===== config.mk =====
export PLATFORM = sky130hd
export DESIGN_NAME = imem_loader_ctrl_flat
export DESIGN_NICKNAME = d
export VERILOG_FILES = /design/src/rtl/imem_pkg.sv /design/src/rtl/imem_loader_ctrl_if.sv /design/src/rtl/fetch_addr_check.sv /design/src/rtl/imem_loader_ctrl.sv /design/src/flat_wrapper.sv
export SDC_FILE = /design/constraint.sdc
export NUM_CORES = 1
export LEC_CHECK = 0
export CORE_MARGIN = 4
export CORE_UTILIZATION = 56
export DETAILED_ROUTE_END_ITERATION = 6
export DONT_BUFFER_PORTS = 1
export PLACE_DENSITY = 0.74
export SKIP_CTS_REPAIR_TIMING = 1
export SLEW_MARGIN = 20
export SYNTH_ARGS = -nofsm -noshare
export SYNTH_HDL_FRONTEND = slang
export SYNTH_SLANG_ARGS = --single-unit

===== constraint.sdc =====
create_clock -name clk -period 2 [get_ports clk]
set_clock_uncertainty 0.05 [all_clocks]
set_input_delay 0.6 -clock clk [delete_from_list [all_inputs] [get_ports clk]]
set_output_delay 0.6 -clock clk [all_outputs]
set_load 0.02 [all_outputs]

===== src/rtl/imem_pkg.sv =====
// ----------------------------------------------------------------------------
// imem_pkg
// Shared types and constants for the instruction-memory boot/run controller.
//   state_e          : controller FSM states
//   IMEM_DEPTH       : instruction words in the memory
//   IMEM_ADDR_W      : word-address width, log2(IMEM_DEPTH)
//   IMEM_ZERO_INSTR  : word written into every unloaded location
// ----------------------------------------------------------------------------
package imem_pkg;

    localparam int unsigned IMEM_DEPTH  = 64;
    localparam int unsigned IMEM_ADDR_W = 6;

    localparam logic [31:0] IMEM_ZERO_INSTR = 32'd0;

    typedef enum logic [1:0] {
        IDLE = 2'd0,
        LOAD = 2'd1,
        FILL = 2'd2,
        RUN  = 2'd3
    } state_e;

endpackage


===== src/rtl/imem_loader_ctrl_if.sv =====
// ----------------------------------------------------------------------------
// imem_loader_ctrl_if
// Bundles the program-word stream and the instruction-memory write port.
//   in_valid / in_data : stream word offered by the loader source
//   in_ready           : controller accepts the offered word
//   mem_we / mem_waddr / mem_wdata : instruction-memory write port
// Modports:
//   slave  : the controller (consumes the stream, drives the write port)
//   master : the stream source / memory side
// ----------------------------------------------------------------------------
interface imem_loader_ctrl_if
    import imem_pkg::*;
#(
    parameter int unsigned ADDR_W = IMEM_ADDR_W
) ();

    logic              in_valid;
    logic [31:0]       in_data;
    logic              in_ready;
    logic              mem_we;
    logic [ADDR_W-1:0] mem_waddr;
    logic [31:0]       mem_wdata;

    modport slave (
        input  in_valid,
        input  in_data,
        output in_ready,
        output mem_we,
        output mem_waddr,
        output mem_wdata
    );

    modport master (
        output in_valid,
        output in_data,
        input  in_ready,
        input  mem_we,
        input  mem_waddr,
        input  mem_wdata
    );

endinterface


===== src/rtl/fetch_addr_check.sv =====
// ----------------------------------------------------------------------------
// fetch_addr_check
// Combinational map of the core's byte fetch address onto a word address,
// plus a flag for fetches that are misaligned or beyond the memory.
//   i_pc        : core fetch byte address
//   o_word_addr : word address, i_pc[ADDR_W+1:2] (truncated, never blocked)
//   o_illegal   : i_pc[1:0] != 0 or i_pc >= DEPTH*4
// ----------------------------------------------------------------------------
module fetch_addr_check
    import imem_pkg::*;
#(
    parameter int unsigned DEPTH  = IMEM_DEPTH,
    parameter int unsigned ADDR_W = IMEM_ADDR_W
) (
    input  logic [31:0]       i_pc,
    output logic [ADDR_W-1:0] o_word_addr,
    output logic              o_illegal
);

    localparam logic [31:0] LP_BYTE_LIMIT = 32'(DEPTH) << 2;

    logic w_misaligned;
    logic w_out_of_range;

    assign w_misaligned   = (i_pc[1:0] != 2'b00);
    assign w_out_of_range = (i_pc >= LP_BYTE_LIMIT);

    assign o_word_addr = i_pc[ADDR_W+1:2];
    assign o_illegal   = w_misaligned | w_out_of_range;

endmodule


===== src/rtl/imem_loader_ctrl.sv =====
// ----------------------------------------------------------------------------
// imem_loader_ctrl
// Boot and run controller for the instruction memory. Holds the core halted,
// streams a program into memory, zero-fills the remainder, then releases the
// core and watches its fetch addresses.
//   clk            : system clock, rising edge
//   rst_n          : asynchronous active-low reset
//   i_start        : begin a load (IDLE only), samples i_load_count
//   i_load_count   : words to load, clamped to DEPTH
//   i_stop         : halt the core and return to IDLE (RUN only)
//   i_pc           : core fetch byte address
//   o_mem_raddr    : memory read word address, combinational from i_pc
//   o_cpu_run      : core enable
//   o_load_done    : memory image complete
//   o_fetch_fault  : sticky illegal-fetch flag
//   bus            : stream in / memory write port (slave side)
// ----------------------------------------------------------------------------
module imem_loader_ctrl
    import imem_pkg::*;
#(
    parameter int unsigned DEPTH  = IMEM_DEPTH,
    parameter int unsigned ADDR_W = IMEM_ADDR_W
) (
    input  logic                clk,
    input  logic                rst_n,
    input  logic                i_start,
    input  logic [ADDR_W:0]     i_load_count,
    input  logic                i_stop,
    input  logic [31:0]         i_pc,
    output logic [ADDR_W-1:0]   o_mem_raddr,
    output logic                o_cpu_run,
    output logic                o_load_done,
    output logic                o_fetch_fault,
    imem_loader_ctrl_if.slave   bus
);

    localparam logic [ADDR_W:0] LP_DEPTH = (ADDR_W+1)'(DEPTH);
    localparam logic [ADDR_W:0] LP_ONE   = (ADDR_W+1)'(1);

    state_e            r_state;
    logic [ADDR_W:0]   r_cnt;
    logic [ADDR_W:0]   r_n;
    logic              r_we;
    logic [ADDR_W-1:0] r_waddr;
    logic [31:0]       r_wdata;
    logic              r_run;
    logic              r_fault;

    state_e            w_state_nxt;
    logic [ADDR_W:0]   w_cnt_nxt;
    logic [ADDR_W:0]   w_n_nxt;
    logic              w_we_nxt;
    logic [ADDR_W-1:0] w_waddr_nxt;
    logic [31:0]       w_wdata_nxt;
    logic              w_run_nxt;
    logic              w_fault_nxt;

    logic [ADDR_W:0]   w_n_clamp;
    logic              w_in_ready;
    logic              w_hs;
    logic              w_illegal;

    fetch_addr_check #(
        .DEPTH  (DEPTH),
        .ADDR_W (ADDR_W)
    ) u_fetch_addr_check (
        .i_pc        (i_pc),
        .o_word_addr (o_mem_raddr),
        .o_illegal   (w_illegal)
    );

    assign w_n_clamp  = (i_load_count > LP_DEPTH) ? LP_DEPTH : i_load_count;
    assign w_in_ready = (r_state == LOAD);
    assign w_hs       = bus.in_valid & w_in_ready;

    always_comb begin
        w_state_nxt = r_state;
        w_cnt_nxt   = r_cnt;
        w_n_nxt     = r_n;
        w_we_nxt    = 1'b0;
        w_waddr_nxt = r_waddr;
        w_wdata_nxt = r_wdata;
        w_fault_nxt = r_fault;

        unique case (r_state)
            IDLE: begin
                if (i_start) begin
                    w_n_nxt     = w_n_clamp;
                    w_cnt_nxt   = '0;
                    w_fault_nxt = 1'b0;
                    w_state_nxt = (w_n_clamp == '0) ? FILL : LOAD;
                end
            end
            LOAD: begin
                if (w_hs) begin
                    w_we_nxt    = 1'b1;
                    w_waddr_nxt = r_cnt[ADDR_W-1:0];
                    w_wdata_nxt = bus.in_data;
                    w_cnt_nxt   = r_cnt + LP_ONE;
                    // r_n is nonzero here: a zero count goes straight to FILL.
                    if (r_cnt == r_n - LP_ONE) begin
                        w_state_nxt = (r_n < LP_DEPTH) ? FILL : RUN;
                    end
                end
            end
            FILL: begin
                w_we_nxt    = 1'b1;
                w_waddr_nxt = r_cnt[ADDR_W-1:0];
                w_wdata_nxt = IMEM_ZERO_INSTR;
                w_cnt_nxt   = r_cnt + LP_ONE;
                if (r_cnt == LP_DEPTH - LP_ONE) begin
                    w_state_nxt = RUN;
                end
            end
            RUN: begin
                if (w_illegal) begin
                    w_fault_nxt = 1'b1;
                end
                // stop takes priority; start is never looked at outside IDLE.
                if (i_stop) begin
                    w_state_nxt = IDLE;
                end
            end
            default: begin
                w_state_nxt = IDLE;
            end
        endcase

        // Enable only once RUN has been held for a full cycle, so the core is
        // released the cycle after the final memory write.
        w_run_nxt = (r_state == RUN) && (w_state_nxt == RUN);
    end

    always_ff @(posedge clk or negedge rst_n) begin
        if (!rst_n) begin
            r_state <= IDLE;
            r_cnt   <= '0;
            r_n     <= '0;
            r_we    <= 1'b0;
            r_waddr <= '0;
            r_wdata <= '0;
            r_run   <= 1'b0;
            r_fault <= 1'b0;
        end else begin
            r_state <= w_state_nxt;
            r_cnt   <= w_cnt_nxt;
            r_n     <= w_n_nxt;
            r_we    <= w_we_nxt;
            r_waddr <= w_waddr_nxt;
            r_wdata <= w_wdata_nxt;
            r_run   <= w_run_nxt;
            r_fault <= w_fault_nxt;
        end
    end

    assign bus.in_ready  = w_in_ready;
    assign bus.mem_we    = r_we;
    assign bus.mem_waddr = r_waddr;
    assign bus.mem_wdata = r_wdata;

    assign o_cpu_run     = r_run;
    assign o_load_done   = r_run;
    assign o_fetch_fault = r_fault;

endmodule

===== src/flat_wrapper.sv =====
// flat-port wrapper written by rule: the top's interface ports become plain ports
module imem_loader_ctrl_flat import imem_pkg::*;
#(
    parameter int unsigned DEPTH  = IMEM_DEPTH,
    parameter int unsigned ADDR_W = IMEM_ADDR_W
)
  (clk, rst_n, i_start, i_load_count, i_stop, i_pc, o_mem_raddr, o_cpu_run, o_load_done, o_fetch_fault, bus_in_valid, bus_in_data, bus_in_ready, bus_mem_we, bus_mem_waddr, bus_mem_wdata);
  imem_loader_ctrl_if #(.ADDR_W(ADDR_W)) bus_i ();
  input  logic clk;
  input  logic rst_n;
  input  logic i_start;
  input  logic [ADDR_W:0] i_load_count;
  input  logic i_stop;
  input  logic [31:0] i_pc;
  output logic [ADDR_W-1:0] o_mem_raddr;
  output logic o_cpu_run;
  output logic o_load_done;
  output logic o_fetch_fault;
  input wire logic [$bits(bus_i.in_valid)-1:0] bus_in_valid;
  input wire logic [$bits(bus_i.in_data)-1:0] bus_in_data;
  output wire logic [$bits(bus_i.in_ready)-1:0] bus_in_ready;
  output wire logic [$bits(bus_i.mem_we)-1:0] bus_mem_we;
  output wire logic [$bits(bus_i.mem_waddr)-1:0] bus_mem_waddr;
  output wire logic [$bits(bus_i.mem_wdata)-1:0] bus_mem_wdata;
  assign bus_i.in_valid = bus_in_valid;
  assign bus_i.in_data = bus_in_data;
  assign bus_in_ready = bus_i.in_ready;
  assign bus_mem_we = bus_i.mem_we;
  assign bus_mem_waddr = bus_i.mem_waddr;
  assign bus_mem_wdata = bus_i.mem_wdata;
  imem_loader_ctrl #(.DEPTH(DEPTH), .ADDR_W(ADDR_W)) u_core (.clk(clk), .rst_n(rst_n), .i_start(i_start), .i_load_count(i_load_count), .i_stop(i_stop), .i_pc(i_pc), .o_mem_raddr(o_mem_raddr), .o_cpu_run(o_cpu_run), .o_load_done(o_load_done), .o_fetch_fault(o_fetch_fault), .bus(bus_i));
endmodule

==> report_table.html, run 1 <==
<table>
<tr><th>Metric</th><th>Value</th></tr>
<tr><th colspan="2">Min path</th></tr>
<tr><td>Hold Path Class</td><td>in -&gt; async</td></tr>
<tr><th colspan="2">Clock network</th></tr>
<tr><td>Htree depth</td><td>3</td></tr>
<tr><td>TritonCTS clock tree</td><td>yes</td></tr>
<tr><td>Clock latency at the later pin of the worst-skew pair</td><td>320 ps</td></tr>
<tr><td># clock sinks</td><td>57</td></tr>
<tr><td>Clock Root Buffer</td><td>sky130_fd_sc_hd__clkbuf_8</td></tr>
<tr><td>Clock transition at the registers of the reported paths</td><td>70 ps</td></tr>
<tr><td>Number of buffers created by CTS</td><td>9</td></tr>
<tr><td>Max clock buf depth</td><td>2</td></tr>
<tr><th colspan="2">Place</th></tr>
<tr><td>Placed wire-length estimate</td><td>4130 um</td></tr>
<tr><td>Post-placement worst setup slack</td><td>-1.25 ps</td></tr>
<tr><td>Final estimated routing congestion in global placement</td><td>0.827</td></tr>
<tr><td>Port Buffers</td><td>0</td></tr>
<tr><td>Post-Place Cells</td><td>303</td></tr>
<tr><th colspan="2">Floorplan</th></tr>
<tr><td>Area inside the core boundary</td><td>4720 um^2</td></tr>
<tr><td>Full die area</td><td>6040 um^2</td></tr>
<tr><td>Top Ports</td><td>125</td></tr>
<tr><td>Initial Util</td><td>0.576</td></tr>
<tr><td>Width of the die</td><td>77.7 um</td></tr>
<tr><td>Row count</td><td>25</td></tr>
<tr><td>Floorplan die height</td><td>77.7 um</td></tr>
<tr><th colspan="2">Timing</th></tr>
<tr><td>Final Cycle Share</td><td>0.967</td></tr>
<tr><td>Hold violation count in the final report</td><td>0</td></tr>
<tr><td>Setup repair after global routing missed its margin</td><td>yes</td></tr>
<tr><td>Max-slew violation count</td><td>0</td></tr>
<tr><td>Peak Freq</td><td>517 MHz</td></tr>
<tr><td>Relative slew margins</td><td>0.728</td></tr>
<tr><td>Final number of setup-violating endpoints</td><td>0</td></tr>
<tr><td>Accumulated negative setup slack</td><td>0 ps</td></tr>
<tr><td>Minimum clock period after layout</td><td>1930 ps</td></tr>
<tr><td>Least setup slack across all paths after layout</td><td>65.0 ps</td></tr>
<tr><td>Transition time at the pin with the least slew margin</td><td>407 ps</td></tr>
<tr><th colspan="2">Power</th></tr>
<tr><td>Leakage component of the power</td><td>1.39 nW</td></tr>
<tr><td>Worst ir drop on vdd</td><td>0.631 mV</td></tr>
<tr><td>Pwr per Cell Area</td><td>749 nW/um^2</td></tr>
<tr><td>Sum of internal, switching and leakage power</td><td>2.31 mW</td></tr>
<tr><th colspan="2">Synthesis</th></tr>
<tr><td>Post-synthesis cell area</td><td>2720 um^2</td></tr>
<tr><td>Flip-flop and latch count after synthesis</td><td>57</td></tr>
<tr><td>Synthesized instance count</td><td>243</td></tr>
<tr><td>Warnings from Yosys</td><td>0</td></tr>
<tr><td>Net Count, Synth</td><td>325</td></tr>
<tr><td>Count of distinct cell types in the synthesized netlist</td><td>42</td></tr>
<tr><td>Syn avg cell area</td><td>11.2 um^2</td></tr>
<tr><td>Sequential area share after synthesis</td><td>0.524</td></tr>
<tr><th colspan="2">Critical path</th></tr>
<tr><td>Data required time at the worst endpoint</td><td>2200 ps</td></tr>
<tr><td>Cell class contributing the biggest share of worst-path delay</td><td>compound AO/OA/AOI/OAI gates</td></tr>
<tr><td>Cell chain of the critical path</td><td>inv_2 &gt; ha_4 &gt; nand2b_4 &gt; a21oi_2 &gt; a311o_1 &gt; a2111oi_4 &gt; o211ai_1 &gt; a21oi_1</td></tr>
<tr><td>Max incr delay on CP</td><td>400 ps</td></tr>
<tr><td>Startpoint types</td><td>flop</td></tr>
<tr><td>Maximum net fanout on the critical path</td><td>5</td></tr>
<tr><td>Reg-to-reg startpoint</td><td>u_core.r_n[1]</td></tr>
<tr><td>Worst R2R Path Depth</td><td>8</td></tr>
<tr><td>Critical setup path kind</td><td>reg -&gt; reg</td></tr>
<tr><td>Setup crit end kind</td><td>flop</td></tr>
<tr><td>Reg-to-Reg End</td><td>u_core.o_cpu_run</td></tr>
<tr><td>Setup slack on the worst flop-to-flop path</td><td>70 ps</td></tr>
<tr><td>Arrival time worst endpoint</td><td>2130 ps</td></tr>
<tr><td>Buf/Inv on CP</td><td>1</td></tr>
<tr><td>Cell with the biggest individual delay on the critical path</td><td>sky130_fd_sc_hd__a311o_1</td></tr>
<tr><th colspan="2">Final layout</th></tr>
<tr><td>Number of non-filler instances in the completed layout</td><td>320</td></tr>
<tr><td>Fill cell count</td><td>380</td></tr>
<tr><td>Layout cell share with drive strength beyond 1</td><td>0.206</td></tr>
<tr><td>Net total in the final layout</td><td>331</td></tr>
<tr><td>Area growth from synthesis to layout</td><td>13.5%</td></tr>
<tr><td>Layout Utilization</td><td>0.654</td></tr>
<tr><td>Count of inserted antenna diode cells</td><td>0</td></tr>
<tr><th colspan="2">Detailed routing</th></tr>
<tr><td>Drt via density</td><td>6.00</td></tr>
<tr><td>Drt pass-1 iters</td><td>4</td></tr>
<tr><td>Total wire length</td><td>5570 um</td></tr>
<tr><td>Number of vias after detailed routing</td><td>1919</td></tr>
<tr><td>DRC Markers</td><td>0</td></tr>
<tr><td>Final antenna-violating net count</td><td>0</td></tr>
<tr><td>Mean routed wirelength per cell</td><td>17.4 um</td></tr>
<tr><td>Initial DRC Count</td><td>110</td></tr>
<tr><th colspan="2">Run</th></tr>
<tr><td>Number of max-capacitance violations reported</td><td>0</td></tr>
<tr><th colspan="2">Run status</th></tr>
<tr><td>Result of the run</td><td>finished, final reports clean</td></tr>
<tr><th colspan="2">Global routing</th></tr>
<tr><td>Vias in the first global route</td><td>1835</td></tr>
<tr><td>Overall track demand over capacity in global routing</td><td>0.190</td></tr>
<tr><td>Number of antenna violations at the first check in global routing</td><td>0</td></tr>
<tr><td>Grt total ovfl</td><td>0</td></tr>
<tr><td>Largest net degree at the start of global routing</td><td>58</td></tr>
<tr><td>Wire length of the first global-routing pass</td><td>8850 um</td></tr>
</table>
==> worst max-delay path by stage <==
| stage | from | endpoint | depth (start not counted) |
|---|---|---|---|
| after floorplan | u_core.r_n[0] | u_core.r_state[0] | 8 |
| after global placement | u_core.r_n[0] | u_core.r_state[0] | 8 |
| after detailed placement | u_core.r_n[0] | u_core.r_state[0] | 8 |
| after CTS | u_core.r_n[0] | u_core.r_state[0] | 8 |
| after global routing | u_core.r_n[1] | u_core.o_cpu_run | 8 |
| final | u_core.r_n[1] | u_core.o_cpu_run | 8 |
==> state kept, by name, indices dropped and copies added (netlist names) <==
signal,flops
u_core.o_fetch_fault,1
u_core.bus.mem_we,1
u_core.r_state,2
u_core.r_cnt,7
u_core.bus.mem_waddr,6
u_core.o_cpu_run,1
u_core.r_n,7
u_core.bus.mem_wdata,32
==> cells in the final DEF (no fill, tap or decap), drive strengths merged, types with 3 or more instances in the layout <==
cell	instances
dfrtp	57
nor2	8
ha	6
nor3	4
buf	14
inv	6
a22o	36
nor4b	3
xor2	3
mux2	7
a21oi	8
o21ai	17
nor4	8
nand4	3
clkbuf	9
nand2	19
clkinv	4
nand3	3
xnor2	5
nand2b	11
==> power by group <==
group	switching, mW	internal (mW)
registers	0	1.15
clock network	0.433	0.689
logic	0.0240	0.0136
==> synthesized netlist by cell type (all sizes together) <==
library cell | count | area, um^2
nand3b | 1 | 7.51
mux2 | 7 | 78.8
nor2 | 8 | 32.5
o2111ai | 1 | 15.0
nor3b | 1 | 7.51
ha | 6 | 75.1
or3 | 2 | 12.5
a21boi | 1 | 7.51
clkbuf | 6 | 22.5
nor2b | 2 | 12.5
dfrtp | 57 | 1430
inv | 6 | 22.5
nand3 | 3 | 15.0
o21ai | 17 | 85.1
xnor2 | 5 | 43.8
nor4b | 3 | 41.3
a21o | 2 | 15.0
nor3 | 4 | 20.0
a311oi | 1 | 8.76
a22oi | 1 | 7.51
o21a | 1 | 7.51
a2111oi | 1 | 27.5
a311o | 1 | 10.0
o211ai | 1 | 7.51
a21oi | 8 | 40.0
nand2 | 19 | 71.3
nand4 | 3 | 18.8
and2 | 1 | 6.26
mux2i | 1 | 10.0
nor4 | 8 | 50.1
o41ai | 1 | 8.76
a22o | 36 | 315
xor2 | 3 | 26.3
a31oi | 1 | 6.26
buf | 13 | 90.1
nand2b | 11 | 68.8
==> final cells by class <==
type                       instances  area [um^2]  area share
tap                               67         83.8      0.0271
clock buffer                       9          124      0.0401
inverter                           6         22.5     0.00729
multi-input combinational        161         1210       0.391
sequential                        57         1430       0.462
clock inverter                     6         83.8      0.0271
timing repair buffer              14          138      0.0446
==> metal layers <==
layer / vias to the layer above / share of wire / track usage / routed length (um)
met2: 83 / 0.48 / 0.283 / 2660
met4: 0 / 0.013 / 0.0819 / 74
li1: 899 / - / - / -
met1: 928 / 0.43 / 0.243 / 2370
met5: - / 0 / 0 / 0
met3: 9 / 0.082 / 0.0766 / 454
==> logic make-up after synthesis <==
group / count (synthesis) / synth area share
multiplexers: 8 / 0.0326
buffers and inverters: 25 / 0.0497
XOR/XNOR: 8 / 0.0257
AND/OR/NAND/NOR: 66 / 0.134
AO/OA/AOI/OAI: 73 / 0.206
adder cells (fa/ha/maj): 6 / 0.0276
flip-flops: 57 / 0.524
==> stage by stage <==
stage | cell area [um^2] | hold WS (ps)
2_1_floorplan | 2720 | 254
3_3_place_gp | 2810 | 256
3_5_place_dp | 2810 | 255
4_1_cts | 3020 | -104
5_1_grt | 3090 | 76.3
6_report | 3090 | 82.2
(Power assumes the default switching activity.)
==> run 2: changes to the inputs <==
--- a/config.mk
+++ b/config.mk
@@ -6,10 +6,10 @@
 export NUM_CORES = 1
 export LEC_CHECK = 0
 export CORE_MARGIN = 4
-export CORE_UTILIZATION = 56
+export CORE_UTILIZATION = 30
 export DETAILED_ROUTE_END_ITERATION = 6
 export DONT_BUFFER_PORTS = 1
-export PLACE_DENSITY = 0.74
+export GPL_TIMING_DRIVEN = 0
 export SKIP_CTS_REPAIR_TIMING = 1
 export SLEW_MARGIN = 20
 export SYNTH_ARGS = -nofsm -noshare
==> run 2 against run 1 <==
Die area grew 76%. Flip-flop and latch count is the same. Combinational power grew 52%. Routed wire length grew 22%. First-iteration DRC count shrank 39%. Utilization shrank 29 points. Final cell count grew 16%. Fmax shrank 2.1%. Register-to-register slack lost 40 ps. Count of clock-buffer cells in the layout grew 1. Critical path depth is the same. Critical path type unchanged.
==> report_table.html, run 2 (same netlist as run 1, synthesis figures left out) <==
<table>
<tr><th>Metric</th><th>Value</th></tr>
<tr><th colspan="2">Final layout</th></tr>
<tr><td>Layout cell share with drive strength beyond 1</td><td>0.242</td></tr>
<tr><td>Commonest non-fill, non-tap cells in the layout</td><td>sky130_fd_sc_hd__dfrtp_1 (55), sky130_fd_sc_hd__a22o_1 (36), sky130_fd_sc_hd__nand2_1 (19), sky130_fd_sc_hd__o21ai_0 (15), sky130_fd_sc_hd__buf_4 (13)</td></tr>
<tr><td>Commonest non-fill, non-tap cell in the layout</td><td>sky130_fd_sc_hd__dfrtp_1</td></tr>
<tr><td>Max FFs per register</td><td>32</td></tr>
<tr><td>Layout Utilization</td><td>0.364</td></tr>
<tr><td>Net total in the final layout</td><td>341</td></tr>
<tr><td>Fill cell count</td><td>870</td></tr>
<tr><td>Area growth from synthesis to layout</td><td>17.2%</td></tr>
<tr><td>Count of inserted antenna diode cells</td><td>0</td></tr>
<tr><th colspan="2">Clock network</th></tr>
<tr><td>Clock Root Buffer</td><td>sky130_fd_sc_hd__clkbuf_8</td></tr>
<tr><td># clock sinks</td><td>57</td></tr>
<tr><td>Htree depth</td><td>3</td></tr>
<tr><td>Max clock buf depth</td><td>2</td></tr>
<tr><td>Clock transition at the registers of the reported paths</td><td>80 ps</td></tr>
<tr><td>TritonCTS clock tree</td><td>yes</td></tr>
<tr><td>Clock latency at the later pin of the worst-skew pair</td><td>340 ps</td></tr>
<tr><td>Number of buffers created by CTS</td><td>9</td></tr>
<tr><th colspan="2">Run</th></tr>
<tr><td>Number of max-capacitance violations reported</td><td>0</td></tr>
<tr><th colspan="2">Min path</th></tr>
<tr><td>Hold Path Class</td><td>in -&gt; async</td></tr>
<tr><th colspan="2">Floorplan</th></tr>
<tr><td>Row count</td><td>34</td></tr>
<tr><td>Top Ports</td><td>125</td></tr>
<tr><td>Area inside the core boundary</td><td>8760 um^2</td></tr>
<tr><td>Full die area</td><td>10700 um^2</td></tr>
<tr><td>Initial Util</td><td>0.311</td></tr>
<tr><td>Width of the die</td><td>103 um</td></tr>
<tr><td>Floorplan die height</td><td>103 um</td></tr>
<tr><th colspan="2">Critical path</th></tr>
<tr><td>Data required time at the worst endpoint</td><td>2210 ps</td></tr>
<tr><td>Maximum net fanout on the critical path</td><td>5</td></tr>
<tr><td>Cell with the biggest individual delay on the critical path</td><td>sky130_fd_sc_hd__a2111oi_4</td></tr>
<tr><td>Max incr delay on CP</td><td>410 ps</td></tr>
<tr><td>Reg-to-reg startpoint</td><td>u_core.r_n[1]</td></tr>
<tr><td>Startpoint types</td><td>flop</td></tr>
<tr><td>Setup crit end kind</td><td>flop</td></tr>
<tr><td>Arrival time worst endpoint</td><td>2190 ps</td></tr>
<tr><td>Worst setup path startpoint</td><td>u_core.r_n[1]</td></tr>
<tr><td>Cell chain of the critical path</td><td>inv_2 &gt; ha_4 &gt; nand2b_4 &gt; a21oi_2 &gt; a311o_1 &gt; a2111oi_4 &gt; o211ai_1 &gt; a21oi_1</td></tr>
<tr><td>Critical setup path kind</td><td>reg -&gt; reg</td></tr>
<tr><th colspan="2">Detailed routing</th></tr>
<tr><td>Drt via density</td><td>5.19</td></tr>
<tr><td>Initial DRC Count</td><td>67</td></tr>
<tr><td>Max Used Layer</td><td>met4</td></tr>
<tr><td>DRC Markers</td><td>0</td></tr>
<tr><td>Number of vias after detailed routing</td><td>1931</td></tr>
<tr><td>Wire length the detailed router placed on met1</td><td>2860 um</td></tr>
<tr><td>Drt pass-1 iters</td><td>4</td></tr>
<tr><td>Final antenna-violating net count</td><td>0</td></tr>
<tr><td>Mean routed wirelength per cell</td><td>18.2 um</td></tr>
<tr><td>Detailed-routed wire length on met3</td><td>295 um</td></tr>
<tr><td>Total wire length</td><td>6770 um</td></tr>
<tr><td>Total met2 wirelength after detailed routing</td><td>3480 um</td></tr>
<tr><th colspan="2">Timing</th></tr>
<tr><td>Max-slew violation count</td><td>0</td></tr>
<tr><td>Hold violation count in the final report</td><td>0</td></tr>
<tr><td>Peak Freq</td><td>506 MHz</td></tr>
<tr><td>Relative slew margins</td><td>0.731</td></tr>
<tr><td>Least setup slack across all paths after layout</td><td>24.5 ps</td></tr>
<tr><td>Minimum clock period after layout</td><td>1980 ps</td></tr>
<tr><td>Transition time at the pin with the least slew margin</td><td>400 ps</td></tr>
<tr><td>Final number of setup-violating endpoints</td><td>0</td></tr>
<tr><td>Final Cycle Share</td><td>0.988</td></tr>
<tr><td>Setup repair after global routing missed its margin</td><td>yes</td></tr>
<tr><th colspan="2">Global routing</th></tr>
<tr><td>Vias in the first global route</td><td>1894</td></tr>
<tr><td>Wire length of the first global-routing pass</td><td>9800 um</td></tr>
<tr><td>Number of antenna violations at the first check in global routing</td><td>0</td></tr>
<tr><td>Overall track demand over capacity in global routing</td><td>0.120</td></tr>
<tr><td>Largest net degree at the start of global routing</td><td>58</td></tr>
<tr><td>Grt total ovfl</td><td>0</td></tr>
<tr><th colspan="2">Power</th></tr>
<tr><td>Worst ir drop on vdd</td><td>0.240 mV</td></tr>
<tr><td>Pwr per Cell Area</td><td>725 nW/um^2</td></tr>
<tr><td>Leakage component of the power</td><td>1.42 nW</td></tr>
<tr><th colspan="2">Run status</th></tr>
<tr><td>Result of the run</td><td>finished, final reports clean</td></tr>
<tr><th colspan="2">Place</th></tr>
<tr><td>Post-placement worst setup slack</td><td>-351 ps</td></tr>
<tr><td>Placed wire-length estimate</td><td>4980 um</td></tr>
<tr><td>Final estimated routing congestion in global placement</td><td>0.799</td></tr>
<tr><td>Port Buffers</td><td>0</td></tr>
</table>
run 2: critical path: cells and delay by family, from the launching register on:
| kind | cells | cell delay (ps) |
|---|---|---|
| adders and majority gates | 1 | 150 |
| and+or+nand+nor | 1 | 130 |
| AOI/OAI and AO/OA | 5 | 1090 |
| buffers and inverters | 1 | 80 |
| DFF | 1 | 400 |
run 2: area by class of cell:
class                   instances  area (um^2)  share of cell area
flip-flops and latches         57         1430               0.448
multi-input cells             161         1210               0.380
clock buffers                  10          138              0.0432
well taps                     108          135              0.0424
plain buffers                  19          128              0.0400
clock inverters                 6         67.6              0.0212
repair buffers                  5         57.6              0.0180
inverters                       6         22.5             0.00706
run 2: metal layers:
metal,vias to the layer above,GRT usage
met5,-,0
met4,0,0.0647
met3,12,0.0335
met2,42,0.181
met1,958,0.158
li1,919,-
run 2: final timing paths:
kind                       cells past startpoint  slack, ps                  endpoint
max                                            8         20          u_core.o_cpu_run
min                                            1         60  u_core.bus.mem_wdata[13]
max reg2reg                                    8         20          u_core.o_cpu_run
min reg2reg                                    2        510             u_core.r_n[5]
max in group asynchronous                      1       1560             u_core.r_n[0]
min in group clk                               1        330  u_core.bus.mem_wdata[23]
run 2: per-stage QoR:
step | TNS [ps] | power, mW | hold slack, ps | instance area [um^2] | instances
floorplan | 0 | 1.20 | 254 | 2720 | 243
global placement | -9740 | 1.20 | 256 | 2860 | 351
detailed placement | -10690 | 1.20 | 255 | 2860 | 351
CTS | -11100 | 2.31 | -122 | 3060 | 367
global route | -63.1 | 2.39 | 54.4 | 3190 | 372
finish | 0 | 2.31 | 60.4 | 3190 | 372
run 2: where the power goes:
group | internal [mW] | switching [mW]
clock | 0.610 | 0.493
sequential | 1.15 | 0
combinational | 0.0214 | 0.0357
==> run 3: changes to the inputs <==
--- a/config.mk
+++ b/config.mk
@@ -5,6 +5,7 @@
 export SDC_FILE = /design/constraint.sdc
 export NUM_CORES = 1
 export LEC_CHECK = 0
+export ABC_AREA = 1
 export CORE_MARGIN = 4
 export CORE_UTILIZATION = 30
 export DETAILED_ROUTE_END_ITERATION = 6
==> run 3 against run 2 <==
First-iteration DRC count grew 94%. Design area is 2.5% higher. Via count is 22% higher. Clock power is 18% lower. Register-to-register slack improved by 30 ps. Final cell count rose by 29%. Non-clock buffer count unchanged. Critical path depth increased by 6. Setup slack better by 29 ps. Die area up 3.8%. Power grew 120%. Critical endpoint unchanged. Largest cell class unchanged. Highest routed layer unchanged.
==> report_table.html, run 3 <==
<table>
<tr><th>Metric</th><th>Value</th></tr>
<tr><th colspan="2">Run status</th></tr>
<tr><td>Result of the run</td><td>finished, final reports clean</td></tr>
<tr><th colspan="2">Final layout</th></tr>
<tr><td>Commonest non-fill, non-tap cells in the layout</td><td>sky130_fd_sc_hd__inv_1 (61), sky130_fd_sc_hd__dfrtp_1 (56), sky130_fd_sc_hd__nand3_1 (45), sky130_fd_sc_hd__nand2_1 (39), sky130_fd_sc_hd__o21ai_0 (38)</td></tr>
<tr><td>Layout cell share with drive strength beyond 1</td><td>0.135</td></tr>
<tr><td>Commonest non-fill, non-tap cell in the layout</td><td>sky130_fd_sc_hd__inv_1</td></tr>
<tr><td>Area growth from synthesis to layout</td><td>15.4%</td></tr>
<tr><td>Number of non-filler instances in the completed layout</td><td>481</td></tr>
<tr><td>Net total in the final layout</td><td>447</td></tr>
<tr><td>Max FFs per register</td><td>32</td></tr>
<tr><td>Count of inserted antenna diode cells</td><td>0</td></tr>
<tr><th colspan="2">Synthesis</th></tr>
<tr><td>Count of distinct cell types in the synthesized netlist</td><td>24</td></tr>
<tr><td>Flip-flop and latch count after synthesis</td><td>57</td></tr>
<tr><td>Synth top area share</td><td>0.504</td></tr>
<tr><td>Most numerous cell in the Yosys netlist</td><td>sky130_fd_sc_hd__inv_1</td></tr>
<tr><td>Top post-synthesis cells by area</td><td>sky130_fd_sc_hd__dfrtp_1 (50%), sky130_fd_sc_hd__inv_1 (8.2%), sky130_fd_sc_hd__nand3_1 (8.1%)</td></tr>
<tr><td>Top cell type by total area after synthesis</td><td>sky130_fd_sc_hd__dfrtp_1</td></tr>
<tr><td>Synthesized instance count</td><td>347</td></tr>
<tr><td>Proportion of register bits with asynchronous set or reset after synthesis</td><td>1.00</td></tr>
<tr><td>Post-synthesis cell area</td><td>2830 um^2</td></tr>
<tr><td>EDFF count, synth</td><td>0</td></tr>
<tr><td>Warnings from Yosys</td><td>0</td></tr>
<tr><td>Net Count, Synth</td><td>429</td></tr>
<tr><td>Syn avg cell area</td><td>8.16 um^2</td></tr>
<tr><td>Most instantiated flip-flop cell in the synthesis netlist</td><td>sky130_fd_sc_hd__dfrtp_1</td></tr>
<tr><td>Ranking of synthesized cells by instance count</td><td>sky130_fd_sc_hd__inv_1 (62), sky130_fd_sc_hd__dfrtp_1 (57), sky130_fd_sc_hd__nand3_1 (46)</td></tr>
<tr><td>Sequential area share after synthesis</td><td>0.504</td></tr>
<tr><th colspan="2">Timing</th></tr>
<tr><td>Setup repair after global routing missed its margin</td><td>yes</td></tr>
<tr><td>Transition time at the pin with the least slew margin</td><td>466 ps</td></tr>
<tr><td>Final Cycle Share</td><td>0.973</td></tr>
<tr><td>Hold Worst Slack</td><td>79.2 ps</td></tr>
<tr><td>Hold violation count in the final report</td><td>0</td></tr>
<tr><td>Minimum clock period after layout</td><td>1950 ps</td></tr>
<tr><td>Final number of setup-violating endpoints</td><td>0</td></tr>
<tr><td>Peak Freq</td><td>514 MHz</td></tr>
<tr><td>Relative slew margins</td><td>0.689</td></tr>
<tr><td>Max-slew violation count</td><td>0</td></tr>
<tr><th colspan="2">Critical path</th></tr>
<tr><td>Most frequent cell on the critical path</td><td>sky130_fd_sc_hd__nand2_1</td></tr>
<tr><td>Startpoint types</td><td>flop</td></tr>
<tr><td>Reg-to-Reg End</td><td>u_core.o_cpu_run</td></tr>
<tr><td>Cell with the biggest individual delay on the critical path</td><td>sky130_fd_sc_hd__dfrtp_1</td></tr>
<tr><td>Cell chain of the critical path</td><td>inv_2 &gt; ha_4 &gt; nand2_8 &gt; inv_8 &gt; nand3_1 &gt; nor2_1 &gt; nand3_1 &gt; nor2_2 &gt; nand2_1 &gt; nand2_1 &gt; nand3_1 &gt; nand2_1 &gt; nand2_1 &gt; a21oi_2</td></tr>
<tr><td>Setup slack on the worst flop-to-flop path</td><td>50 ps</td></tr>
<tr><td>Critical setup path kind</td><td>reg -&gt; reg</td></tr>
<tr><td>Setup crit end kind</td><td>flop</td></tr>
<tr><td>Maximum net fanout on the critical path</td><td>6</td></tr>
<tr><td>Data required time at the worst endpoint</td><td>2200 ps</td></tr>
<tr><td>Reg-to-reg startpoint</td><td>u_core.r_state[1]</td></tr>
<tr><td>Arrival time worst endpoint</td><td>2150 ps</td></tr>
<tr><td>Worst R2R Path Depth</td><td>14</td></tr>
<tr><td>Max incr delay on CP</td><td>440 ps</td></tr>
<tr><th colspan="2">Global routing</th></tr>
<tr><td>Grt total ovfl</td><td>0</td></tr>
<tr><td>Vias in the first global route</td><td>2325</td></tr>
<tr><td>Number of antenna violations at the first check in global routing</td><td>0</td></tr>
<tr><td>Wire length of the first global-routing pass</td><td>11200 um</td></tr>
<tr><td>Overall track demand over capacity in global routing</td><td>0.128</td></tr>
<tr><td>Largest net degree at the start of global routing</td><td>58</td></tr>
<tr><th colspan="2">Floorplan</th></tr>
<tr><td>Area inside the core boundary</td><td>9200 um^2</td></tr>
<tr><td>Initial Util</td><td>0.308</td></tr>
<tr><td>Full die area</td><td>11100 um^2</td></tr>
<tr><td>Floorplan die height</td><td>105 um</td></tr>
<tr><td>Row count</td><td>35</td></tr>
<tr><td>Width of the die</td><td>105 um</td></tr>
<tr><td>Top Ports</td><td>125</td></tr>
<tr><th colspan="2">Clock network</th></tr>
<tr><td>Clock Root Buffer</td><td>sky130_fd_sc_hd__clkbuf_8</td></tr>
<tr><td>Clock transition at the registers of the reported paths</td><td>70 ps</td></tr>
<tr><td>Number of buffers created by CTS</td><td>9</td></tr>
<tr><td>Clock latency at the later pin of the worst-skew pair</td><td>330 ps</td></tr>
<tr><td>Htree depth</td><td>3</td></tr>
<tr><td># clock sinks</td><td>57</td></tr>
<tr><td>TritonCTS clock tree</td><td>yes</td></tr>
<tr><td>Max clock buf depth</td><td>2</td></tr>
<tr><th colspan="2">Power</th></tr>
<tr><td>Sequential share of power</td><td>0.493</td></tr>
<tr><td>Share of power burned in the clock network</td><td>0.181</td></tr>
<tr><td>Power share of the combinational group</td><td>0.325</td></tr>
<tr><td>Internal power component</td><td>2.69 mW</td></tr>
<tr><td>Pwr per Cell Area</td><td>1530 nW/um^2</td></tr>
<tr><td>Leakage component of the power</td><td>1.52 nW</td></tr>
<tr><td>Sw Ratio</td><td>0.461</td></tr>
<tr><td>Worst ir drop on vdd</td><td>0.654 mV</td></tr>
<tr><td>Switching power total</td><td>2.30 mW</td></tr>
<tr><th colspan="2">Detailed routing</th></tr>
<tr><td>Total wire length</td><td>7300 um</td></tr>
<tr><td>Initial DRC Count</td><td>130</td></tr>
<tr><td>DRC Markers</td><td>0</td></tr>
<tr><td>Drt pass-1 iters</td><td>4</td></tr>
<tr><td>Mean routed wirelength per cell</td><td>15.2 um</td></tr>
<tr><td>Drt via density</td><td>4.88</td></tr>
<tr><td>Number of vias after detailed routing</td><td>2347</td></tr>
<tr><td>Final antenna-violating net count</td><td>0</td></tr>
<tr><th colspan="2">Place</th></tr>
<tr><td>Port Buffers</td><td>0</td></tr>
<tr><td>Placed wire-length estimate</td><td>5450 um</td></tr>
<tr><td>Post-Place Cells</td><td>458</td></tr>
<tr><td>Final estimated routing congestion in global placement</td><td>0.808</td></tr>
<tr><th colspan="2">Min path</th></tr>
<tr><td>Hold Path Class</td><td>in -&gt; async</td></tr>
<tr><th colspan="2">Run</th></tr>
<tr><td>Number of max-capacitance violations reported</td><td>0</td></tr>
</table>
-- run 3: changes by cell type after synthesis, moves of 15 or more --
cell	before	now
sky130_fd_sc_hd__nor2_1	7	22
sky130_fd_sc_hd__o21ai_0	15	38
sky130_fd_sc_hd__inv_1	6	62
sky130_fd_sc_hd__nand3_1	3	46
sky130_fd_sc_hd__a22o_1	36	0
sky130_fd_sc_hd__nand2_1	19	39
-- run 3: power by group through the flow --
stage / Combinational, mW / Clock [mW] / Sequential [mW]
2_1_floorplan: 1.15 / 0 / 2.36
3_3_place_gp: 1.37 / 0 / 2.49
3_5_place_dp: 1.43 / 0 / 2.50
4_1_cts: 1.44 / 0.947 / 2.48
5_1_grt: 1.90 / 0.996 / 2.53
6_report: 1.63 / 0.906 / 2.46
-- run 3: worst max-delay path by stage --
stage	start	endpoint	slack [ps]	cells past startpoint
after global routing	u_core.r_state[1]	u_core.o_cpu_run	-130	14
after CTS	u_core.r_state[1]	u_core.o_cpu_run	-340	14
final	u_core.r_state[1]	u_core.o_cpu_run	50	14
after global placement	u_core.r_state[1]	u_core.o_cpu_run	-320	14
after floorplan	u_core.r_state[1]	u_core.r_cnt[5]	50	11
after detailed placement	u_core.r_state[1]	u_core.o_cpu_run	-310	14
-- run 3: kinds of logic after synthesis --
logic type                 synth area share
AOI/OAI and AO/OA                     0.135
xor gates and xnor gates             0.0186
adders and majority gates            0.0265
buffers and inverters                 0.123
DFF                                   0.504
and+or+nand+nor                       0.193
-- run 3: per-stage QoR --
stage                      util  instance area (um^2)  setup TNS [ps]  setup WS (ps)  power [mW]
after detailed placement  0.323                  2970           -9410           -306        3.93
after global placement    0.323                  2970           -7420           -315        3.86
after floorplan               -                  2830               0           48.0        3.51
final                     0.356                  3270               0           53.7        5.00
after global routing      0.356                  3270            -329           -128        5.43
after CTS                 0.341                  3130          -10000           -338        4.87
-- run 3: critical path: cells and delay by family (launching register included) --
family                   cells  cell delay (ps)
buffers and inverters        2              190
AND/OR/NAND/NOR             10              830
adder cells (fa/ha/maj)      1              240
AO/OA/AOI/OAI                1              130
flip-flops                   1              440
-- run 3: cell type report --
cell class,count,area [um^2]
clock buffer,10,128
buffer,17,93.8
tap,111,139
inverter,69,267
fill,966,5930
clock inverter,6,35.0
sequential,57,1430
multi-input combinational,204,1110
timing repair buffer,7,72.6
-- run 3: layer usage --
| layer | global-route usage | part of all wire | vias to the layer above | wire length, um |
|---|---|---|---|---|
| met4 | 0.0600 | 0.015 | 0 | 111 |
| met1 | 0.149 | 0.42 | 1094 | 3030 |
| met2 | 0.209 | 0.48 | 88 | 3520 |
| met3 | 0.0488 | 0.087 | 8 | 638 |
| met5 | 0 | 0 | - | 0 |
| li1 | - | - | 1157 | - |
